## src/rtl/alu_cmd_ctrl.sv

```systemverilog
// Command front-end for the ALU: parses CC/DD byte frames into operands and a function,
// pulses ALU_EN, then returns the 16-bit ALU result to the transmitter low byte first.
module alu_cmd_ctrl #(
    parameter int unsigned           DATA_WIDTH = 8,
    parameter int unsigned           OUT_WIDTH  = 2 * DATA_WIDTH,
    parameter logic [DATA_WIDTH-1:0] CMD_OPS    = DATA_WIDTH'(8'hCC),
    parameter logic [DATA_WIDTH-1:0] CMD_FUN    = DATA_WIDTH'(8'hDD),
    parameter int unsigned           TIMEOUT    = 4
) (
    input  logic                  CLK,
    input  logic                  RST,
    input  logic [DATA_WIDTH-1:0] rx_data,
    input  logic                  rx_valid,
    output logic [DATA_WIDTH-1:0] ALU_A,
    output logic [DATA_WIDTH-1:0] ALU_B,
    output logic [3:0]            ALU_FUN,
    output logic                  ALU_EN,
    input  logic [OUT_WIDTH-1:0]  alu_out,
    input  logic                  alu_valid,
    output logic [DATA_WIDTH-1:0] tx_data,
    output logic                  tx_valid,
    input  logic                  tx_busy,
    output logic                  busy,
    output logic                  err,
    output logic [1:0]            err_code
);

    localparam int unsigned CNT_W = $clog2(TIMEOUT + 1);

    localparam logic [1:0] ERR_CMD     = 2'b01;
    localparam logic [1:0] ERR_OVERRUN = 2'b10;
    localparam logic [1:0] ERR_TIMEOUT = 2'b11;

    typedef enum logic [2:0] {
        S_IDLE,
        S_GET_A,
        S_GET_B,
        S_GET_FUN,
        S_RUN,
        S_WAIT_RES,
        S_SEND_LO,
        S_SEND_HI
    } state_t;

    state_t                  state_q, state_d;
    logic [DATA_WIDTH-1:0]   alu_a_q, alu_a_d;
    logic [DATA_WIDTH-1:0]   alu_b_q, alu_b_d;
    logic [3:0]              alu_fun_q, alu_fun_d;
    logic                    alu_en_q, alu_en_d;
    logic [OUT_WIDTH-1:0]    res_q, res_d;
    logic [CNT_W-1:0]        cnt_q, cnt_d;
    logic [DATA_WIDTH-1:0]   tx_data_q, tx_data_d;
    logic                    tx_valid_q, tx_valid_d;
    logic                    busy_q, busy_d;
    logic                    err_q, err_d;
    logic [1:0]              err_code_q, err_code_d;

    // Next-state and registered-output logic; outputs are computed for the state being entered.
    always_comb begin
        state_d    = state_q;
        alu_a_d    = alu_a_q;
        alu_b_d    = alu_b_q;
        alu_fun_d  = alu_fun_q;
        alu_en_d   = 1'b0;
        res_d      = res_q;
        cnt_d      = cnt_q;
        tx_data_d  = tx_data_q;
        tx_valid_d = tx_valid_q;
        err_d      = 1'b0;
        err_code_d = 2'b00;

        case (state_q)
            S_IDLE: begin
                if (rx_valid) begin
                    if (rx_data == CMD_OPS) begin
                        state_d = S_GET_A;
                    end else if (rx_data == CMD_FUN) begin
                        state_d = S_GET_FUN;
                    end else begin
                        err_d      = 1'b1;
                        err_code_d = ERR_CMD;
                    end
                end
            end
            S_GET_A: begin
                if (rx_valid) begin
                    alu_a_d = rx_data;
                    state_d = S_GET_B;
                end
            end
            S_GET_B: begin
                if (rx_valid) begin
                    alu_b_d = rx_data;
                    state_d = S_GET_FUN;
                end
            end
            S_GET_FUN: begin
                if (rx_valid) begin
                    alu_fun_d = rx_data[3:0];
                    alu_en_d  = 1'b1;
                    state_d   = S_RUN;
                end
            end
            S_RUN: begin
                // Counter tracks cycles since ALU_EN, so the timeout error lands TIMEOUT cycles after it.
                cnt_d   = CNT_W'(1);
                state_d = S_WAIT_RES;
            end
            S_WAIT_RES: begin
                if (alu_valid) begin
                    res_d      = alu_out;
                    tx_data_d  = alu_out[DATA_WIDTH-1:0];
                    tx_valid_d = 1'b1;
                    state_d    = S_SEND_LO;
                end else if (cnt_q == CNT_W'(TIMEOUT - 1)) begin
                    err_d      = 1'b1;
                    err_code_d = ERR_TIMEOUT;
                    state_d    = S_IDLE;
                end else begin
                    cnt_d = cnt_q + CNT_W'(1);
                end
            end
            S_SEND_LO: begin
                if (!tx_busy) begin
                    tx_data_d = res_q[OUT_WIDTH-1 -: DATA_WIDTH];
                    state_d   = S_SEND_HI;
                end
            end
            S_SEND_HI: begin
                if (!tx_busy) begin
                    tx_data_d  = '0;
                    tx_valid_d = 1'b0;
                    state_d    = S_IDLE;
                end
            end
            default: begin
                state_d = S_IDLE;
            end
        endcase

        // Bytes arriving while a command is executing are dropped and flagged.
        if (rx_valid && !err_d &&
            (state_q inside {S_RUN, S_WAIT_RES, S_SEND_LO, S_SEND_HI})) begin
            err_d      = 1'b1;
            err_code_d = ERR_OVERRUN;
        end
    end

    always_comb begin
        busy_d = (state_d != S_IDLE);
    end

    always_ff @(posedge CLK or posedge RST) begin
        if (RST) begin
            state_q    <= S_IDLE;
            alu_a_q    <= '0;
            alu_b_q    <= '0;
            alu_fun_q  <= '0;
            alu_en_q   <= 1'b0;
            res_q      <= '0;
            cnt_q      <= '0;
            tx_data_q  <= '0;
            tx_valid_q <= 1'b0;
            busy_q     <= 1'b0;
            err_q      <= 1'b0;
            err_code_q <= 2'b00;
        end else begin
            state_q    <= state_d;
            alu_a_q    <= alu_a_d;
            alu_b_q    <= alu_b_d;
            alu_fun_q  <= alu_fun_d;
            alu_en_q   <= alu_en_d;
            res_q      <= res_d;
            cnt_q      <= cnt_d;
            tx_data_q  <= tx_data_d;
            tx_valid_q <= tx_valid_d;
            busy_q     <= busy_d;
            err_q      <= err_d;
            err_code_q <= err_code_d;
        end
    end

    assign ALU_A    = alu_a_q;
    assign ALU_B    = alu_b_q;
    assign ALU_FUN  = alu_fun_q;
    assign ALU_EN   = alu_en_q;
    assign tx_data  = tx_data_q;
    assign tx_valid = tx_valid_q;
    assign busy     = busy_q;
    assign err      = err_q;
    assign err_code = err_code_q;

endmodule

```

## config.mk

```make
export PLATFORM = sky130hd
export DESIGN_NAME = alu_cmd_ctrl
export DESIGN_NICKNAME = d
export VERILOG_FILES = /design/src/rtl/alu_cmd_ctrl.sv
export SDC_FILE = /design/constraint.sdc
export NUM_CORES = 1
export LEC_CHECK = 0
export CAP_MARGIN = 25
export CELL_PAD_IN_SITES_DETAIL_PLACEMENT = 1
export CELL_PAD_IN_SITES_GLOBAL_PLACEMENT = 1
export CORE_ASPECT_RATIO = 0.75
export CORE_MARGIN = 2
export CORE_UTILIZATION = 36
export DETAILED_ROUTE_END_ITERATION = 10
export GPL_TIMING_DRIVEN = 0
export PLACE_DENSITY_LB_ADDON = 0.1
export SYNTH_ARGS = -nofsm -noshare
export SYNTH_HDL_FRONTEND = slang
export SYNTH_SLANG_ARGS = --single-unit
```

## constraint.sdc

```tcl
create_clock -name CLK -period 1.83 [get_ports CLK]
set_input_delay 0.2745 -clock CLK [delete_from_list [all_inputs] [get_ports CLK]]
set_output_delay 0.2745 -clock CLK [all_outputs]
set_load 0.005 [all_outputs]
```

==> metrics.yaml, run 1 <==
floorplanning:
  fp.dieH_um: 71.1
  pin_count: 63
  fp-row-count: 24
  core_um2: 5800
  die_x_um: 93.4
  start_util_pct: 37.3
  die_area_um2: 6640
route:
  vias: 1629
  routedWlPerCell_um: 15.7
  drt-pass1-iter-count: 4
  postRouteWirelength_mm: 5.22
  antenna_left: 0
  drcViolationCount: 0
  viasPerCell: 4.89
  first_iter_violations: 39
global_routing:
  gr-usage-met2_pct: 25.7
  overflow: 0
  grt_max_degree: 43
  busiest_layer: "met2"
  use_met3_pct: 3.51
  antenna_found_initial: 0
  use_met1_pct: 25.0
  grt_pass1_wl_mm: 8.73
  grt_pass1_vias: 1681
  grt_usage_pct: 17.0
yosys:
  synthDistinctLibCells: 31
  ys_seq_area_share_pct: 55.6
  synth_area_leader_cell: "dfrtp_1"
  synth_edf_count: 0
  async_flop_share_pct: 100
  synth_nets: 215
  syn_area_per_cell_um2: 11.7
  synth_commonest_cells: "dfrtp_1 (48), mux2_2 (28), o21ai_0 (20), nand2_1 (17), a21oi_1 (10)"
  syn_area_um2: 2160
  synthTopCellsByArea: "dfrtp_1 (56%), mux2_2 (15%), o21ai_0 (4.6%), nand2_1 (3.0%), nor3b_1 (2.8%)"
  synth_ff_type: "dfrtp_1"
  synth_cells: 184
  netlist.area_leader.share_pct: 55.6
  ys_warn_count: 0
  synth.most_common_cell: "dfrtp_1"
  ys_seq_elements: 48
worst_setup_path:
  worst-path-max-fanout: 4
  reg2reg_from: "cnt_q[0]$_DFFE_PP0P_"
  setup.worst_path.start: "cnt_q[0]$_DFFE_PP0P_"
  critPathKind: "flop to flop"
  end_kind: "flop"
  cp_slowest_cell: "dfrtp_1"
  crit_path_cell_trace: "ha_1 > ha_2 > nor2b_2 > o21ai_0 > a22o_1 > or3b_1"
  slowest_delay_ps: 390
  critical_path_required_ps: 2010
  arrival_ps: 1920
  start_kind: "flop"
power_and_ir_drop:
  leakagePower_nw: 1.27
  p_per_area_nw_per_um2: 1540
  peakVddDrop_mv: 0.596
  finalPower_mw: 4.63
timing:
  fmax_mhz: 575
  finalMaxSlewViolations: 0
  slew_headroom_pct: 66.8
  hold_violations: 0
  hold_ws_ps: 186
  setup_slack_ps: 90.3
  rsz0062_at_grt: "no"
  finClkSkew_ps: 6.36
  tightest_slew_ps: 498
  fin_tns_setup_ps: 0
  min_period_over_period_pct: 95.1
  period_needed_ps: 1740
  finalSetupViolations: 0
clock_network:
  cts.path.max_buffers: 2
  cts_root_buf: "clkbuf_8"
  clk_pin_slew_ps: 90
  cts.sinks: 48
  numCtsBuffers: 5
  cts_tree: "done"
  clk-insertion-delay-late_ps: 300
  cts.htree.levels: 2
place:
  place_area_um2: 2890
  place_inst: 324
  place_congestion: 0.770
  place_ws_ps: -254
  portBuffers: 61
  hpwlAfterDp_mm: 3.83
hold_path:
  hp-class: "input port to asynchronous set/reset pin"
layout:
  final_nets: 285
  final_cells: 333
  postLayoutCoreUtil_pct: 51.8
  design_area_um2: 3000
  num-fill-cells: 629
  diodes: 0
  syn_to_final_growth_pct: 39.0
  drive_gt1_share_pct: 20.4
outcome:
  status: "complete, no violations"
run:
  max-cap-violations: 0
-- flip-flops by register name, indices dropped and copies added (netlist names) --
| signal | count |
|---|---|
| ALU_EN | 1 |
| state_q | 3 |
| ALU_A | 8 |
| ALU_FUN | 4 |
| busy | 1 |
| res_q | 8 |
| err_code | 2 |
| err | 1 |
| cnt_q | 3 |
| ALU_B | 8 |
| tx_valid | 1 |
| tx_data | 8 |
-- worst max-delay path: cells and delay by family (launching register included) --
family,cells,cell delay [ps]
AND/OR/NAND/NOR,2,530
flip-flops,1,390
adder cells (fa/ha/maj),2,360
AO/OA/AOI/OAI,2,340
-- layout make-up --
class,instances,area [um2],area share [%]
Sequential cell,48,1200,40.0
Timing Repair Buffer,63,638,21.3
Inverter,6,22.5,0.750
Clock buffer,7,86.3,2.88
Buffer,11,67.6,2.25
Multi-Input combinational cell,119,882,29.4
Clock inverter,1,7.51,0.250
Tap cell,78,97.6,3.25
-- placed cells by master (no fill, tap or decap), drive strengths merged, types with 2 or more instances in the layout --
cell and count:
nor4b 2, clkbuf 10, a22o 2, o21ai 21, nor2 4, dfrtp 48
a21oi 10, and3b 3, inv 6, nor2b 6, nand3 3, nand2 17
mux2 28, ha 2, clkdlybuf4s50 61, o2bb2ai 2, nor3b 8, buf 10
-- report_power, final --
group	switching, mW	leakage (nW)	internal, mW
logic	0.879	0.640	1.29
clock network	0.352	0.0445	0.308
registers	0.250	0.584	1.55
-- metal layers --
metal / vias up / wire length (um)
met2: 32 / 2380
met4: 0 / 45
met5: - / 0
li1: 790 / -
met3: 5 / 207
met1: 802 / 2590
-- timing repair --
item / in CTS / in global routing
hold buffers: 0 / 0
hold endpoints to repair: 0 / 0
setup endpoints to repair: 0 / 12
buffers inserted: 0 / 1
resized for setup: 0 / 4
-- worst paths after layout --
check | to | slack (ps) | cells after the start
max | busy$_DFF_PP0_ | 90 | 6
min | ALU_EN$_DFF_PP0_ | 190 | 2
max reg2reg | busy$_DFF_PP0_ | 90 | 6
min reg2reg | tx_data[2]$_DFFE_PP0P_ | 490 | 2
max in group asynchronous | cnt_q[2]$_DFFE_PP0P_ | 1190 | 3
min in group CLK | tx_data[2]$_DFFE_PP0P_ | 490 | 2
-- cells by family (layout without fill, tap and decap cells) --
logic type                 Yosys count  after routing  synth area share (%)
adders and majority gates            2              2                  1.16
buffers and inverters               17             88                  4.17
AOI/OAI and AO/OA                   38             38                  10.1
xor gates and xnor gates             1              1                 0.406
muxes                               28             28                  14.6
DFF                                 48             48                  55.6
and+or+nand+nor                     50             50                  14.0
No activity file was read; power rests on OpenSTA's default activity.
==> run 2, diff against run 1 <==
- CORE_UTILIZATION: 36 -> 38
- CTS_BUF_LIST: default -> sky130_fd_sc_hd__clkbuf_4 sky130_fd_sc_hd__clkbuf_8
- PLACE_DENSITY_LB_ADDON: 0.1 -> 0.25
==> metrics.yaml, run 2 (same netlist as run 1, synthesis figures left out) <==
route:
  antenna_left: 0
  drt-pass1-iter-count: 5
  drcViolationCount: 0
  first_iter_violations: 53
  viasPerCell: 5.03
  vias: 1661
  routedWlPerCell_um: 16.5
  postRouteWirelength_mm: 5.43
worst_setup_path:
  critPathTopFamily: "simple AND/OR/NAND/NOR gates"
  crit_buf_inv: 0
  worst-path-max-fanout: 4
  arrival_ps: 1920
  critPathKind: "flop to flop"
  cp_slowest_cell: "dfrtp_1"
  start_kind: "flop"
  regToRegSetupSlack_ps: 100
  rr_worst_depth: 6
  reg2reg_from: "cnt_q[0]$_DFFE_PP0P_"
  crit_path_cell_trace: "ha_2 > ha_4 > nor2b_2 > o21ai_0 > a22o_1 > or3b_1"
  slowest_delay_ps: 400
  critical_path_required_ps: 2020
  end_kind: "flop"
  r2r_end: "busy$_DFF_PP0_"
global_routing:
  use_met3_pct: 4.67
  use_met1_pct: 27.1
  antenna_found_initial: 0
  grt_pass1_vias: 1800
  grt_usage_pct: 18.7
  busiest_layer: "met2"
  gr-usage-met2_pct: 28.5
  overflow: 0
  grt_max_degree: 31
  grt_pass1_wl_mm: 9.37
power_and_ir_drop:
  p_per_area_nw_per_um2: 1560
  peakVddDrop_mv: 0.571
  leakagePower_nw: 1.28
timing:
  finClkSkew_ps: 11.6
  min_period_over_period_pct: 94.7
  finalSetupViolations: 0
  hold_violations: 0
  slew_headroom_pct: 66.4
  tightest_slew_ps: 504
  finalMaxSlewViolations: 0
  period_needed_ps: 1730
  fmax_mhz: 577
  setup_slack_ps: 96.1
layout:
  drive_gt1_share_pct: 20.8
  postLayoutCoreUtil_pct: 55.6
  layout_common_cells: "clkdlybuf4s50_1 (61), dfrtp_1 (48), mux2_2 (28), o21ai_0 (20), nand2_1 (17)"
  diodes: 0
  layout_commonest_cell: "clkdlybuf4s50_1"
  final_nets: 285
  syn_to_final_growth_pct: 39.3
floorplanning:
  pin_count: 63
  core_um2: 5410
  die_area_um2: 6310
  fp-row-count: 23
  die_x_um: 91.1
  start_util_pct: 39.9
  fp.dieH_um: 69.3
place:
  place_ws_ps: -246
  hpwlAfterDp_mm: 4.06
  place_congestion: 0.743
  portBuffers: 61
clock_network:
  cts.sinks: 48
  clk_pin_slew_ps: 100
  cts.htree.levels: 2
  numCtsBuffers: 5
  clk-insertion-delay-late_ps: 310
  cts_root_buf: "clkbuf_8"
  cts_tree: "done"
  cts.path.max_buffers: 2
run:
  max-cap-violations: 0
outcome:
  status: "complete, no violations"
hold_path:
  hp-class: "input port to asynchronous set/reset pin"
==> run 2: cell types whose count changed in the layout (fill, tap and decap cells not counted) <==
cell        previous run  this run
clkbuf_1               4         3
clkinv_2               0         1
clkinvlp_4             1         0
ha_1                   1         0
ha_4                   0         1
inv_6                  0         1
nor4b_1                1         2
nor4b_2                1         0
==> run 2: stage by stage <==
| stage | area [um2] | std cells | TNS [ps] | power (mW) | hold WS, ps |
|---|---|---|---|---|---|
| final | 3010 | 330 | 0 | 4.69 | 290 |
| after CTS | 2980 | 329 | 0 | 4.70 | 312 |
| after detailed placement | 2880 | 321 | -2690 | 4.01 | 477 |
| after global routing | 3010 | 330 | -2.74 | 5.06 | 336 |
| after global placement | 2860 | 320 | -30570 | 3.91 | 462 |
| after floorplan | 2160 | 184 | 0 | 2.92 | 422 |
==> run 2: timing repair <==
item / in CTS / in global routing
endpoints found under the setup margin: 0 / 12
hold buffers: 0 / 0
setup buffers: 0 / 1
gates resized for setup: 0 / 5
==> run 2: layer usage <==
metal	up-vias	routed length (um)
li1	787	-
met1	834	2650
met2	35	2510
met3	5	229
met4	0	43
met5	-	0
==> run 2: area by class of cell <==
class	count	area, um2
repair buffers	63	638
well taps	75	93.8
fillers	607	2400
plain buffers	11	67.6
inverters	6	22.5
multi-input cells	119	888
flip-flops and latches	48	1200
clock buffers	6	82.6
clock inverters	2	13.8
==> run 2: power by group <==
group	total [mW]	switching [mW]	internal, mW
registers	1.80	0.253	1.55
logic	2.20	0.897	1.30
clock network	0.687	0.377	0.310
total	4.69	1.53	3.16
==> run 2: worst max-delay path by stage <==
stage	from	to	slack [ps]	depth (start not counted)
finish	cnt_q[0]$_DFFE_PP0P_	busy$_DFF_PP0_	100	6
global route	cnt_q[0]$_DFFE_PP0P_	busy$_DFF_PP0_	-3	6
CTS	cnt_q[0]$_DFFE_PP0P_	busy$_DFF_PP0_	10	6
detailed placement	rx_valid	ALU_A[6]$_DFFE_PP0P_	-250	5
global placement	RST	err_code[0]$_DFF_PP0_	-590	2
floorplan	cnt_q[0]$_DFFE_PP0P_	busy$_DFF_PP0_	220	6
